`config.mk`:
```
export PLATFORM = sky130hd
export DESIGN_NAME = skin_chroma_xform
export DESIGN_NICKNAME = d
export VERILOG_FILES = /design/src/rtl/skin_chroma_xform.sv
export SDC_FILE = /design/constraint.sdc
export NUM_CORES = 1
export LEC_CHECK = 0
export CORE_MARGIN = 8
export CORE_UTILIZATION = 50
export CTS_CLUSTER_SIZE = 28
export DETAILED_ROUTE_END_ITERATION = 10
export PLACE_DENSITY_LB_ADDON = 0.25
export SLEW_MARGIN = 40
export SYNTH_ARGS = -nofsm -noshare
export SYNTH_HDL_FRONTEND = slang
export SYNTH_SLANG_ARGS = --single-unit
```
`constraint.sdc`:
```
create_clock -name clk -period 10.1 [get_ports clk]
set_input_delay 3.03 -clock clk [delete_from_list [all_inputs] [get_ports clk]]
set_output_delay 3.03 -clock clk [all_outputs]
set_load 0.01 [all_outputs]
```
`src/rtl/skin_chroma_xform.sv`:
```
`default_nettype none
// ============================================================================
//  Module      : skin_chroma_xform
//  Description : Five-stage luma-dependent chroma transform. Pixels whose luma
//                lies outside [K_L, K_H] have their chroma re-centred around an
//                external LUT mean, scaled by an external LUT width, offset by
//                MEAN_KH and saturated. In-range or bypassed pixels pass
//                through. The pipeline has a single global advance enable.
//  Revision    : 1.0 - initial release
// ============================================================================
module skin_chroma_xform #(
    parameter int DATA_W  = 8,
    parameter int COEF_W  = 16,
    parameter int FRAC    = 8,
    parameter int OUT_W   = 12,
    parameter int K_L     = 125,
    parameter int K_H     = 188,
    parameter int MEAN_KH = 154
) (
    input  logic                     clk,
    input  logic                     reset,
    input  logic                     in_valid,
    output logic                     in_ready,
    input  logic [DATA_W-1:0]        in_y,
    input  logic [DATA_W-1:0]        in_c,
    input  logic                     bypass,
    output logic [DATA_W-1:0]        lut_y,
    input  logic signed [COEF_W-1:0] lut_mean,
    input  logic signed [COEF_W-1:0] lut_width,
    output logic                     out_valid,
    input  logic                     out_ready,
    output logic signed [OUT_W-1:0]  out_c,
    output logic [15:0]              sat_count,
    input  logic                     sat_clear
);

    localparam int DIFF_W = COEF_W + 1;
    localparam int PROD_W = DIFF_W + COEF_W;
    localparam int SUM_W  = PROD_W + 1;

    localparam logic [DATA_W-1:0]       C_K_L     = DATA_W'(K_L);
    localparam logic [DATA_W-1:0]       C_K_H     = DATA_W'(K_H);
    localparam logic signed [SUM_W-1:0] C_MEAN_KH = SUM_W'(MEAN_KH);
    localparam logic signed [OUT_W-1:0] C_OUT_MAX = {1'b0, {(OUT_W-1){1'b1}}};
    localparam logic signed [OUT_W-1:0] C_OUT_MIN = {1'b1, {(OUT_W-1){1'b0}}};
    localparam logic [15:0]             C_SAT_TOP = 16'hFFFF;

    // global advance: a stage moves only when the output slot can be vacated
    logic adv;
    assign adv       = !out_valid || out_ready;
    assign in_ready  = adv;

    // stage valid bits
    logic v1_q, v2_q, v3_q, v4_q, v5_q;

    // stage data
    logic [DATA_W-1:0]        y1_q, c1_q, c2_q, c3_q, c4_q;
    logic                     pass1_q, pass2_q, pass3_q, pass4_q;
    logic signed [COEF_W-1:0] mean2_q, width2_q, width3_q;
    logic signed [DIFF_W-1:0] diff3_q;
    logic signed [PROD_W-1:0] prod4_q;
    logic                     sat5_q;
    logic signed [OUT_W-1:0]  out_c_q;
    logic [15:0]              sat_count_q;

    // next-state values of the arithmetic stages
    logic                     pass1_d;
    logic signed [DIFF_W-1:0] diff3_d;
    logic signed [PROD_W-1:0] prod_full_d;
    logic signed [PROD_W-1:0] prod4_d;
    logic signed [SUM_W-1:0]  sum_d;
    logic signed [OUT_W-1:0]  out_c_d;
    logic                     sat5_d;

    assign lut_y     = y1_q;
    assign out_valid = v5_q;
    assign out_c     = out_c_q;
    assign sat_count = sat_count_q;

    // arithmetic for every stage: window test, centring, scaling, offset+clamp
    always_comb begin
        pass1_d     = ((in_y >= C_K_L) && (in_y <= C_K_H)) || bypass;
        diff3_d     = $signed({{(DIFF_W-DATA_W){1'b0}}, c2_q}) - DIFF_W'(mean2_q);
        prod_full_d = PROD_W'(diff3_q) * PROD_W'(width3_q);
        prod4_d     = prod_full_d >>> FRAC;
        sum_d       = SUM_W'(prod4_q) + C_MEAN_KH;
        out_c_d     = sum_d[OUT_W-1:0];
        sat5_d      = 1'b0;
        if (pass4_q) begin
            out_c_d = $signed({{(OUT_W-DATA_W){1'b0}}, c4_q});
        end else if (sum_d > SUM_W'(C_OUT_MAX)) begin
            out_c_d = C_OUT_MAX;
            sat5_d  = 1'b1;
        end else if (sum_d < SUM_W'(C_OUT_MIN)) begin
            out_c_d = C_OUT_MIN;
            sat5_d  = 1'b1;
        end
    end

    // valid bits shift together with the data; reset discards in-flight pixels
    always_ff @(posedge clk) begin
        if (reset) begin
            v1_q <= 1'b0;
            v2_q <= 1'b0;
            v3_q <= 1'b0;
            v4_q <= 1'b0;
            v5_q <= 1'b0;
        end else if (adv) begin
            v1_q <= in_valid;
            v2_q <= v1_q;
            v3_q <= v2_q;
            v4_q <= v3_q;
            v5_q <= v4_q;
        end
    end

    // stage data registers; no reset needed since valid bits qualify them
    always_ff @(posedge clk) begin
        if (adv) begin
            y1_q     <= in_y;
            c1_q     <= in_c;
            pass1_q  <= pass1_d;
            mean2_q  <= lut_mean;
            width2_q <= lut_width;
            c2_q     <= c1_q;
            pass2_q  <= pass1_q;
            diff3_q  <= diff3_d;
            width3_q <= width2_q;
            c3_q     <= c2_q;
            pass3_q  <= pass2_q;
            prod4_q  <= prod4_d;
            c4_q     <= c3_q;
            pass4_q  <= pass3_q;
            sat5_q   <= sat5_d;
        end
    end

    // output register holds while stalled so the consumer sees a stable value
    always_ff @(posedge clk) begin
        if (reset) begin
            out_c_q <= '0;
        end else if (adv) begin
            out_c_q <= out_c_d;
        end
    end

    // saturation counter: counts consumed saturated results, clear has priority
    always_ff @(posedge clk) begin
        if (reset || sat_clear) begin
            sat_count_q <= '0;
        end else if (v5_q && out_ready && sat5_q && (sat_count_q != C_SAT_TOP)) begin
            sat_count_q <= sat_count_q + 16'd1;
        end
    end

endmodule
`default_nettype wire

```
# After elaboration in Yosys (flattened, before gate mapping)
# Index checks and enable logic that the tools add are counted.
# word_totals
inputBits	54
register_bits	168
# op_classes
order_cmp	4
add_sub_neg	3
reduce_logical	8
multipliers	1
n_mux	5
n_eq_ne	1
# op_table
operator	count
$mux 12	3
$mul 17x16->33	1
$add 25x9->26 const B	1
$gt 26x12->1 const B	1
$lt 26x12->1 const B	1
$sub 9x16->17	1
$add 16x1->16 const B	1
$ne 16x16->1 const B	1
$ge 8x7->1 const B	1
$le 8x8->1 const B	1
$logic_and 1x1->1	4
$logic_or 1x1->1	3
$mux 1	2
$logic_not 1->1	1

# Longest topological paths before layout
# logic_depth
depth_word	5
ltp_mapped	24
mapped_depth_nobuf	23

# Worst setup path before layout
# OpenSTA, ideal clock, no wires.
# synth_timing
path_type	input -> output
from	in out_ready
to	out in_ready
required_ps	7070
arrival_time_ps	7251
stages	4
setup_slack_ps	-181
path_buffers	2
path_cell_list	nor2b_1 > buf_2 > inv_1 > clkbuf_1
# synth_via
elab_chain_len	1
# synth_lines
item	line_no	source
start: declaration	31	input logic out_ready,
$logic_or 1x1->1	50	assign adv = !out_valid || out_ready;
end: declaration	23	output logic in_ready,
# Every way passes these cells.

# Worst setup path in the final report
# Ends and elaborated chain as after synthesis.

==> reports/metrics.csv <==
metric;value;unit
status;completed;
layout cell share with drive strength beyond 1;3.541;%
top_reg_cell synth;edfxtp_1;
worst flop-to-flop path endpoint;prod4_q[23];
crit path launch;out_ready;
min-delay src;c3_q[7];
Initial Util;50.20;%
Antenna Nets Post-Route;0;
CTS tree;yes;
Pins Over Slew Limit;0;
Setup Total Neg Slack;0;ns
GRT overflow;0;
Setup-failing EPs final;0;
Synth Cell Area;16660;um^2
Synth Area in Compound Gates;5.594;%
sequential cell area;4715;um^2
CP startpoint kind;input pin;
chip width;198.6;um
xor and xnor area share after synthesis;3.416;%
non-filler cells, final;2114;
Max transition margin;43.35;%
FP Rows;67;
Cells after DPL;2081;
Tcrit/Tclk final;79.17;%
fillers;2935;
Avg Vias per Cell;5.188;
Fin Hold WS;0.4114;ns
worst hold stages;0;
final wirelength;35370;um
worst-case reg-to-reg path depth;19;
dpl hpwl;27140;um
die footprint;39430;um^2
post-CTS sizing;0;
Syn. warnings;0;
Placement Cell Area;18000;um^2
Final Wtd Congestion;0.8498;
Max FO, Critical Path;71;
Layout Cell Area excl Fill;18610;um^2
Hold EP;c4_q[7];
Yosys cell types;67;
drt first pass iters;5;
Worst-path clk slew;0.07;ns
Arr. time, crit path;4.97;ns
synthesized flop and latch total;168;
CP Data Required Time;7.07;ns
cts bufs inserted;17;
Core Area;33200;um^2
Net count, final;2074;
mux share of post-synthesis cell area;0.1877;%
Top Ports;92;
first-pass GRT wire length;59970;um
Clock Latency Late Sink;0.45;ns
drt wl/cell;16.73;um
setup repair bufs after CTS;0;
r2r startpoint;width3_q[5];
Die Ht;198.6;um
synthesized area per cell;10.53;um^2
final hold violations;0;
hold buffer count at CTS;0;
First DRT Iteration DRCs;592;
port bufs;91;
commonest non-fill, non-tap cells in the layout;inv_1 (352), fa_1 (276), nand2_1 (171);
Post-Synth Simple-Gate Area;13.54;%
element type at the critical path end;output pin;
worst hold-check path type;register to register;
Post-synth ARST share;0;%
Fmax;125.1;MHz
most common cell after layout, fill and taps aside;inv_1;
# diodes;0;
All-Layer GR Usage;19.41;%
initial antenna violation count;1;
largest family of logic cells by synthesized area;adder cells;
Syn Inst Count;1583;
register area share after synthesis;28.29;%
DRC;0;
Register-to-Register Setup Slack;3.02;ns
Worst Max-Slew Pin Slew;0.8497;ns
crit path time final;7.997;ns
RSZ-0062 raised after global routing;no;
area of the multi-input gates;10450;um^2
Adder-Cell Fraction of Synth Area;39.99;%
Crit Path Class;input pin to output pin;
vias in the first global route;11936;
clock sink count;168;
Area Overhead vs Synth;11.67;%
Post-Syn Nets;2004;
number of synthesized flops with an enable pin;135;
H-tree depth;4;
clk_skew;0.01153;ns
pin count of the biggest net entering global routing;78;
clock root cell;clkbuf_16;
detailed-route via count;10967;
max_cap viols;0;
CTS Buffer Depth;2;
[registers in the layout, summed over array words and instances (netlist names), 8 cells and up]
| register | count |
|---|---|
| c1_q | 8 |
| c2_q | 8 |
| c3_q | 8 |
| c4_q | 8 |
| diff3_q | 17 |
| lut_y | 8 |
| mean2_q | 16 |
| out_c | 12 |
| prod4_q | 25 |
| sat_count | 16 |
| width2_q | 16 |
| width3_q | 16 |
[kinds of logic (layout without fill, tap and decap cells)]
kind of cell	Yosys count	in the layout
buffers and inverters	398	481
muxes	3	3
adders and majority gates	367	367
AOI/OAI and AO/OA	130	130
xor gates and xnor gates	65	65
DFF	168	168
and+or+nand+nor	452	452
[layout make-up]
type                            count  area share (%)
Multi-Input combinational cell   1017           56.18
Sequential cell                   168           25.33
Inverter                          353           7.147
Timing Repair Buffer               96           5.157
Tap cell                          448           3.012
Clock buffer                       17           2.286
Clock inverter                     15          0.8875
[worst max-delay path, stage by stage]
cell and delay, ns:
clkdlybuf4s50_1 0.48, nor2b_1 0.05, buf_4 0.20, inv_6 0.50, clkdlybuf4s50_1 0.67
[how the worst max path moves through the flow]
stage,to,slack [ns],depth (start not counted)
floorplan,in_ready,1.90,4
global route,in_ready,2.00,5
detailed placement,in_ready,2.05,5
CTS,in_ready,2.06,5
finish,in_ready,2.10,5
global placement,in_ready,2.09,5
[layer usage]
| layer | wire length [um] | vias up | track usage, % |
|---|---|---|---|
| li1 | - | 5042 | - |
| met1 | 13900 | 5594 | 23.34 |
| met2 | 18770 | 253 | 34.16 |
| met3 | 1524 | 78 | 3.451 |
| met4 | 1166 | 0 | 7.851 |
| met5 | 0 | - | 0 |
[through the flow]
| stage | utilization, % | setup WS, ns |
|---|---|---|
| after floorplan | - | 1.902 |
| final | 56.06 | 2.103 |
| after global placement | 54.22 | 2.086 |
| after detailed placement | 54.23 | 2.052 |
| after CTS | 56.01 | 2.059 |
| after global routing | 56.06 | 2.003 |
[cells in the mapped netlist (8+ instances only)]
master / number / area (um^2)
or3_1: 8 / 50.05
fa_1: 276 / 5525
nand4_1: 8 / 50.05
inv_1: 353 / 1325
o21ai_0: 24 / 120.1
edfxtp_1: 135 / 4054
nor3_1: 16 / 80.08
xor2_1: 25 / 219.0
dfxtp_1: 33 / 660.6
a21oi_1: 35 / 175.2
and2_1: 129 / 807.0
clkbuf_1: 42 / 157.7
nand2b_1: 10 / 62.56
nor2_1: 61 / 229.0
xnor2_1: 40 / 350.3
nand3_1: 16 / 80.08
nand2_1: 171 / 641.9
ha_1: 91 / 1139
Power is not shown: default switching activity piles up to over one toggle a cycle in this logic, so the estimate is an artifact.
